[src/rtl/dmem_pkg.sv]
// ----------------------------------------------------------------------------
// dmem_pkg
// Shared definitions for the byte-lane data memory:
//   - RV32 load/store funct3 encodings used to select access size and sign
//   - state type of the post-reset clear sweep
// ----------------------------------------------------------------------------
package dmem_pkg;

    // funct3 encodings (bit 2 = unsigned load, bits [1:0] = log2 of size)
    localparam logic [2:0] F3_B  = 3'b000;
    localparam logic [2:0] F3_H  = 3'b001;
    localparam logic [2:0] F3_W  = 3'b010;
    localparam logic [2:0] F3_BU = 3'b100;
    localparam logic [2:0] F3_HU = 3'b101;

    typedef enum logic {
        CLEAR = 1'b0,
        READY = 1'b1
    } state_t;

endpackage

[src/rtl/dmem_lane_align.sv]
// ----------------------------------------------------------------------------
// dmem_lane_align
// Purely combinational lane steering for byte/half/word accesses.
//   i_funct3       : access size/sign (RV32 load/store encoding)
//   i_offset       : byte offset within the word (Address[1:0])
//   i_raw_word     : current contents of the addressed word
//   i_write_data   : right-aligned store data
//   o_byte_en      : lanes written by a store (not gated by fault)
//   o_store_word   : store data replicated onto every candidate lane
//   o_load_value   : sign/zero-extended load result
//   o_load_fault   : funct3/offset illegal for a load
//   o_store_fault  : funct3/offset illegal for a store
// ----------------------------------------------------------------------------
module dmem_lane_align
    import dmem_pkg::*;
(
    input  logic [2:0]  i_funct3,
    input  logic [1:0]  i_offset,
    input  logic [31:0] i_raw_word,
    input  logic [31:0] i_write_data,
    output logic [3:0]  o_byte_en,
    output logic [31:0] o_store_word,
    output logic [31:0] o_load_value,
    output logic        o_load_fault,
    output logic        o_store_fault
);

    logic        w_misaligned;
    logic [7:0]  w_byte;
    logic [15:0] w_half;

    // Natural alignment depends only on the size field, shared by loads and stores.
    always_comb begin
        w_misaligned = 1'b0;
        case (i_funct3[1:0])
            2'b01:   w_misaligned = i_offset[0];
            2'b10:   w_misaligned = (i_offset != 2'b00);
            default: w_misaligned = 1'b0;
        endcase
    end

    always_comb begin
        o_load_fault = 1'b1;
        case (i_funct3)
            F3_B, F3_BU:       o_load_fault = 1'b0;
            F3_H, F3_HU, F3_W: o_load_fault = w_misaligned;
            default:           o_load_fault = 1'b1;
        endcase
    end

    always_comb begin
        o_store_fault = 1'b1;
        case (i_funct3)
            F3_B:       o_store_fault = 1'b0;
            F3_H, F3_W: o_store_fault = w_misaligned;
            default:    o_store_fault = 1'b1;
        endcase
    end

    always_comb begin
        o_byte_en = 4'b0000;
        case (i_funct3)
            F3_B:    o_byte_en = 4'b0001 << i_offset;
            F3_H:    o_byte_en = i_offset[1] ? 4'b1100 : 4'b0011;
            F3_W:    o_byte_en = 4'b1111;
            default: o_byte_en = 4'b0000;
        endcase
    end

    // Replicating the data onto every lane avoids a shifter; the byte
    // enables pick the lanes that actually land in memory.
    always_comb begin
        o_store_word = i_write_data;
        case (i_funct3[1:0])
            2'b00:   o_store_word = {4{i_write_data[7:0]}};
            2'b01:   o_store_word = {2{i_write_data[15:0]}};
            default: o_store_word = i_write_data;
        endcase
    end

    assign w_byte = i_raw_word[{i_offset, 3'b000} +: 8];
    assign w_half = i_offset[1] ? i_raw_word[31:16] : i_raw_word[15:0];

    always_comb begin
        o_load_value = 32'h0000_0000;
        case (i_funct3)
            F3_B:    o_load_value = {{24{w_byte[7]}}, w_byte};
            F3_BU:   o_load_value = {24'h000000, w_byte};
            F3_H:    o_load_value = {{16{w_half[15]}}, w_half};
            F3_HU:   o_load_value = {16'h0000, w_half};
            F3_W:    o_load_value = i_raw_word;
            default: o_load_value = 32'h0000_0000;
        endcase
    end

endmodule

[src/rtl/dmem_bytelane.sv]
// ----------------------------------------------------------------------------
// dmem_bytelane
// RV32 MEM-stage data memory with byte/half/word access, fault detection and
// a sequential zeroing sweep after reset.
//   clk          : system clock, all state on rising edge
//   reset        : synchronous active-high reset
//   MemWrite     : store request this cycle
//   MemRead      : load request this cycle
//   funct3       : access size/sign
//   Address      : byte address (aliases modulo DEPTH*4)
//   writeData    : right-aligned store data
//   readData     : combinational, extended load result (0 if idle/faulting)
//   ready        : memory accepts accesses
//   access_fault : one-cycle pulse after a misaligned/illegal access
// ----------------------------------------------------------------------------
module dmem_bytelane
    import dmem_pkg::*;
#(
    parameter int DEPTH          = 64,
    parameter int IDX_W          = $clog2(DEPTH),
    parameter bit CLEAR_ON_RESET = 1'b1
) (
    input  logic        clk,
    input  logic        reset,
    input  logic        MemWrite,
    input  logic        MemRead,
    input  logic [2:0]  funct3,
    input  logic [31:0] Address,
    input  logic [31:0] writeData,
    output logic [31:0] readData,
    output logic        ready,
    output logic        access_fault
);

    // Loads are combinational, so the array is read asynchronously.
    logic [31:0]      r_mem [DEPTH];
    state_t           r_state;
    state_t           w_state_next;
    logic [IDX_W-1:0] r_clr_ptr;
    logic             r_access_fault;

    logic [IDX_W-1:0] w_idx;
    logic [IDX_W-1:0] w_wr_idx;
    logic [31:0]      w_raw_word;
    logic [31:0]      w_wr_word;
    logic [3:0]       w_byte_en;
    logic [31:0]      w_store_word;
    logic [31:0]      w_load_value;
    logic             w_load_fault;
    logic             w_store_fault;
    logic             w_ready;
    logic             w_clear_we;
    logic             w_store_we;
    logic             w_mem_we;
    logic             w_fault_now;
    logic             w_unused_addr;

    // Upper address bits are deliberately ignored (aliasing).
    assign w_unused_addr = ^Address[31:IDX_W+2];

    assign w_idx      = Address[IDX_W+1:2];
    assign w_raw_word = r_mem[w_idx];

    dmem_lane_align u_align (
        .i_funct3      (funct3),
        .i_offset      (Address[1:0]),
        .i_raw_word    (w_raw_word),
        .i_write_data  (writeData),
        .o_byte_en     (w_byte_en),
        .o_store_word  (w_store_word),
        .o_load_value  (w_load_value),
        .o_load_fault  (w_load_fault),
        .o_store_fault (w_store_fault)
    );

    // State register
    always_ff @(posedge clk) begin
        if (reset) begin
            r_state        <= CLEAR;
            r_clr_ptr      <= '0;
            r_access_fault <= 1'b0;
        end else begin
            r_state        <= w_state_next;
            if (r_state == CLEAR) begin
                r_clr_ptr <= r_clr_ptr + 1'b1;
            end
            r_access_fault <= w_fault_now;
        end
    end

    // Next-state logic
    always_comb begin
        w_state_next = r_state;
        case (r_state)
            CLEAR: begin
                if (!CLEAR_ON_RESET || (r_clr_ptr == IDX_W'(DEPTH - 1))) begin
                    w_state_next = READY;
                end
            end
            READY:   w_state_next = READY;
            default: w_state_next = CLEAR;
        endcase
    end

    // Output / datapath control
    always_comb begin
        w_ready     = (r_state == READY);
        w_clear_we  = (r_state == CLEAR) && CLEAR_ON_RESET;
        w_store_we  = w_ready && MemWrite && !w_store_fault;
        // A combined read+write faults if either half is illegal.
        w_fault_now = w_ready && ((MemRead && w_load_fault) ||
                                  (MemWrite && w_store_fault));
        readData    = 32'h0000_0000;
        if (w_ready && MemRead && !w_load_fault) begin
            readData = w_load_value;
        end
    end

    // Merge new lanes with the old word so the array has one full-word port.
    generate
        for (genvar gi = 0; gi < 4; gi++) begin : g_lane
            assign w_wr_word[gi*8 +: 8] = w_clear_we     ? 8'h00 :
                                          w_byte_en[gi]  ? w_store_word[gi*8 +: 8] :
                                                           w_raw_word[gi*8 +: 8];
        end
    endgenerate

    assign w_wr_idx = w_clear_we ? r_clr_ptr : w_idx;
    assign w_mem_we = !reset && (w_clear_we || w_store_we);

    always_ff @(posedge clk) begin
        if (w_mem_we) begin
            r_mem[w_wr_idx] <= w_wr_word;
        end
    end

    assign ready        = w_ready;
    assign access_fault = r_access_fault;

endmodule
[config.mk]
export PLATFORM = sky130hd
export DESIGN_NAME = dmem_bytelane
export DESIGN_NICKNAME = d
export VERILOG_FILES = /design/src/rtl/dmem_pkg.sv /design/src/rtl/dmem_lane_align.sv /design/src/rtl/dmem_bytelane.sv
export SDC_FILE = /design/constraint.sdc
export NUM_CORES = 2
export LEC_CHECK = 0
export ABC_CLOCK_PERIOD_IN_PS = 7080
export BUFFER_PORTS_ARGS = -buffer_cell sky130_fd_sc_hd__buf_2
export CORE_ASPECT_RATIO = 0.7
export CORE_MARGIN = 1.5
export CORE_UTILIZATION = 30
export CTS_BUF_LIST = sky130_fd_sc_hd__clkbuf_2
export DETAILED_ROUTE_END_ITERATION = 10
export PLACE_DENSITY_LB_ADDON = 0.1
export SLEW_MARGIN = 20
export SYNTH_ARGS = -nofsm -noshare
export SYNTH_HDL_FRONTEND = slang
export SYNTH_SLANG_ARGS = --single-unit
[constraint.sdc]
create_clock -name clk -period 7.08 [get_ports clk]
set_input_delay 1.416 -clock clk [delete_from_list [all_inputs] [get_ports clk]]
set_output_delay 1.416 -clock clk [all_outputs]
set_load 0.05 [all_outputs]
### After elaboration in Yosys (flattened, before gate mapping)

Memory sizes are Yosys's and may differ from the RTL's.
Cells that the tools add are included.

* flip-flop bits (word level): 8
* memories kept: 1
* output and inout bits: 34
* logic and storage cells: 56
* RAM bits: 2048
* bits of input ports: 71

* bitwise operators: 1
* equal/unequal tests: 7
* shifts and indexed selects: 2
* add/sub/neg operators: 1
* multiplexer cells: 22
* reduce and logical (&&, ||, !) cells: 19

Memory list
* r_mem: words 64, width 32, read ports 1, clocked after memory_dff 0, wr ports 1, line dmem_bytelane.sv:36 `logic [31:0] r_mem [DEPTH];`

Operators by type and width (count)
* one-hot mux 32 bit (5 select lines): 1
* two-way mux 8 bit: 8
* one-hot mux 32 bit (2 select lines): 1
* two-way mux 32 bit: 1
* indexed part select 32 x 6 -> 8 bit: 1
* two-way mux 16 bit: 1
* one-hot mux 4 bit (3 select lines): 1
* logical AND 1 bit: 8
* one-hot mux 1 bit (2 select lines): 4
* adder 6 x 1 -> 6 bit (second input constant): 1
* equality test 3 bit (second input constant): 2
* equality test 6 bit (second input constant): 1
* two-way mux 6 bit: 1
* two-way mux 4 bit: 1
* OR reduction 2 bit: 2
* left shift 1 x 2 -> 4 bit (first input constant): 1
* equality test 3 x 1 -> 1 bit (second input constant): 1
* equality test 3 x 2 -> 1 bit (second input constant): 1
* zero test 1 bit: 3
* zero test 3 bit: 1
* two-way mux 1 bit: 3
* OR reduction 3 bit: 1
* equality test 2 x 1 -> 1 bit (second input constant): 1
* equality test 2 bit (second input constant): 1
* 4 further kinds: 5

### Depth between registers and ports, before layout

* word-level depth: 9
* depth in mapped cells: 14
* mapped depth without buffers: 10

### Modules after synthesis

From an unflattened synthesis, not the netlist that was laid out.

* cell total of the unflattened synthesis: 4749
* area total of the unflattened synthesis: 81521.9 sq um

Modules (own cells, without submodules)
* dmem_bytelane: seq. area each 61659.1 sq um, instances 1, area an instance 80370.8 sq um, cells each 4576
* dmem_lane_align: seq. area each 0.0 sq um, instances 1, area an instance 1151.1 sq um, cells each 173

### Least setup slack after synthesis

Ideal clock, no wire load.

* kind: input port to output port
* from: input port Address[4]
* to: output port readData[1]
* stages: 11
* required time: 5664 ps
* slack: 1344 ps
* path buffers: 5
* arrival: 4320 ps
* cell sequence: buf_4 > buf_4 > buf_2 > buf_2 > buf_2 > nor2_1 > a32o_1 > a221oi_1 > a32o_1 > a221oi_1 > a31oi_1

* word-level cells in the longest chain between the ends: 4
* elaborated cells on any way between the ends: 5
* those cells by class: shift: 1; mux: 3; memory: 1

RTL lines
* start, declared: line dmem_bytelane.sv:28 `input logic [31:0] Address,`
* memory (64 x 32 bit) (*)
* indexed part select 32 x 6 -> 8 bit or two-way mux 16 bit (tied branches): line dmem_lane_align.sv:81, dmem_lane_align.sv:82
* one-hot mux 32 bit (5 select lines) (*): line dmem_lane_align.sv:86 `case (i_funct3)`
* two-way mux 32 bit (*): line dmem_bytelane.sv:114 `if (w_ready && MemRead && !w_load_fault) begin`
* end, declared: line dmem_bytelane.sv:30 `output logic [31:0] readData,`

Every way passes the cells marked *; elsewhere a longest branch is shown, timed or not.

### Worst setup path in the final report

* from: input port Address[2]
* to: output port readData[13]

The elaborated chain is that of the path after synthesis.

==> reports/metrics.cfg <==
[floorplan]
row_count = 158
core-area_um2 = 265000
die_w_um = 622
die_area_um2 = 271000
initial_core_util_pct = 30.3
pin_count = 105
die_h_um = 436

[hold_path]
hold_path_class = reg2reg

[pwr]
cellPowerDensity_nw_per_um2 = 243
peakVddDrop_v = 0.000101
finalPower_w = 0.0222
power.leakage_nw = 30.0

[worst_setup_path]
cp.required_ns = 5.66
cp_common_cell = buf_12
arrival_ns = 5.33
crit_chain = buf_8 -> buf_12 -> buf_12 -> mux4_1 -> a22oi_1 -> nand2_1 -> nor3_1 -> nor4_1 -> o21a_1 -> o21ai_1 -> buf_4 -> o221ai_1 -> buf_2
path_max_fanout = 25
endpoint_kind = primary output
cp_slowest_cell = mux4_1
criticalPathCategory = in2out
cp-start-kind = primary input
max_stage_delay_ns = 0.60

[sta]
finalSetupTns_ns = 0
fmaxAchievable_mhz = 148
worst_slew_margin_rel_pct = 24.0
fin_crit_ns = 6.74
fin_worst_skew_ns = 0.137
tightest_slew_ns = 1.14
setup_viol = 0
final_max_slew_viol_count = 0
finalCritPeriodShare_pct = 95.3
finalHoldViolations = 0
grt_setup_unrepaired = no

[routing]
wl_mm = 251
drt-pass1-iter-count = 5
initialDrtViolationCount = 3886
vias = 39900
ant_nets = 0
drc = 0
wl_per_cell_um = 31.6
via_per_inst = 5.02

[clock_tree]
cts.clk_slew.worst_paths_ns = 0.11
root_buffer = clkbuf_2
cts_tree = done
htreeDepth = 5
clock_path_buffers = 4
postCtsSetupBuffers = 0
clock-sinks = 2056
clock_latency_ns = 1.63
cts_buffers = 486

[synthesis]
synth_top_area_share_pct = 76.5
syn-num-nets = 3529
synth_seq_cells = 2056
yosys.area_share.simple_pct = 1.61
synth_compound_area_share_pct = 1.85
postSynth.asyncResetShare_pct = 0
synth.yosys.warnings = 0
synthMuxAreaShare_pct = 18.3
syn_area_um2 = 80300
yosysTopAreaCell = edfxtp_1
synth_edf_count = 2048
ys_seq_area_share_pct = 76.7
synthDistinctLibCells = 61
synth_top_family_by_area = multiplexers
netlist_top_cells_area = edfxtp_1, mux4_2, mux2i_1
synth_cells = 3454
synth.avg_cell_area_um2 = 23.3
synth-xor-area-share_pct = 0.0436
synthFlopType = edfxtp_1
synthAdderAreaFrac_pct = 0.0623

[cells_and_area]
fin_nets = 4127
layout_common_cells = edfxtp_1, clkbuf_2, mux4_2
area_growth_pct = 13.7
drive_above_1_share_pct = 39.3
final_common_cell = edfxtp_1

[place]
dp_hpwl_mm = 150
io_buffer_count = 80
gp_congestion = 0.867

[global_route]
grt_overflow = 0
grt_pass1_wl_mm = 344
grt_use_total_pct = 18.3
grt_max_degree = 71
grt_pass1_vias = 40700
antenna_found_initial = 33

[run_status]
status = finished clean

[flow_run]
drv_cap = 0

-- power by group --
part | switching, W | leakage [nW] | internal [W]
Sequential | 0.00000954 | 19.4 | 0.0132
Clock | 0.00480 | 3.29 | 0.00292
Combinational | 0.000748 | 7.25 | 0.000503
Total | 0.00556 | 30.0 | 0.0166
-- layer usage --
metal  global-route usage (%)  wire length, um
met1                     27.0           118000
met4                     6.25             8340
met3                     3.52            14900
met2                     27.1           110000
met5                        0               48
-- synthesized netlist by cell type, types with 10 or more instances --
master,number
edfxtp_1,2048
mux4_2,581
nor2_1,100
nand2_1,98
mux2i_1,78
clkbuf_1,70
buf_2,64
a21oi_1,39
nor2b_1,29
mux4_1,28
nand3_1,24
o21ai_0,24
a22oi_1,21
buf_4,19
a22o_1,14
o211a_1,14
buf_1,13
buf_6,12
a21o_1,11
mux2_2,11
a31oi_1,10
nand2b_1,10
o21a_1,10
-- cells by family (layout without fill, tap and decap cells) --
kind of cell | Yosys count | count (layout)
adders and majority gates | 4 | 4
muxes | 698 | 698
and+or+nand+nor | 290 | 290
other | 0 | 12
AOI/OAI and AO/OA | 206 | 206
DFF | 2056 | 2056
xor gates and xnor gates | 4 | 4
buffers and inverters | 196 | 1154
-- worst max-delay path, delay by kind of cell --
kind | cells | cell delay, ns
simple gates | 3 | 0.80
buf+inv | 5 | 1.41
mux | 1 | 0.60
compound gates | 4 | 1.02
-- through the flow --
stage / hold slack, ns / instances / worst slack [ns] / utilization, % / area [um2]
floorplan: 0.489 / 3454 / 1.34 / - / 80300
global placement: 0.500 / 7077 / 0.482 / 32.7 / 86900
detailed placement: 0.523 / 7080 / 0.468 / 32.7 / 86900
CTS: 0.247 / 7931 / 0.339 / 34.4 / 91300
global route: 0.392 / 7935 / 0.314 / 34.4 / 91300
finish: 0.534 / 7944 / 0.336 / 34.4 / 91300
-- layout make-up --
cell class | instances | area, um2
tap | 3520 | 4400
clock buffer | 708 | 3540
sequential | 2056 | 61700
clock inverter | 140 | 752
multi-input combinational | 1202 | 18300
inverter | 8 | 30.0
timing repair buffer | 298 | 2640
antenna | 12 | 30.0
fill | 25000 | 174000
-- registers in the layout (all words and copies together) (netlist names) --
name          count
r_clr_ptr         6
r_mem          2048
access_fault      1
ready             1
-- what timing repair did --
| item | 4_1_cts | 5_1_grt |
|---|---|---|
| hold buffers | 3 | 0 |
| gates resized for setup | 0 | 0 |
| endpoints found under the hold margin | 8 | 0 |
| setup endpoints to repair | 0 | 0 |
-- path summary, 6_finish.rpt --
| path | startpoint | endpoint | slack, ns | cells past startpoint |
|---|---|---|---|---|
| worst min-delay path | r_clr_ptr[0] | r_clr_ptr[0] | 0.53 | 2 |
| worst max-delay path | Address[2] | readData[13] | 0.34 | 13 |
| worst max register to register | ready | r_mem[58][10] | 3.14 | 7 |
| worst min register to register | r_clr_ptr[0] | r_clr_ptr[0] | 0.53 | 2 |
Note: power is estimated with default switching activity, not from simulation.
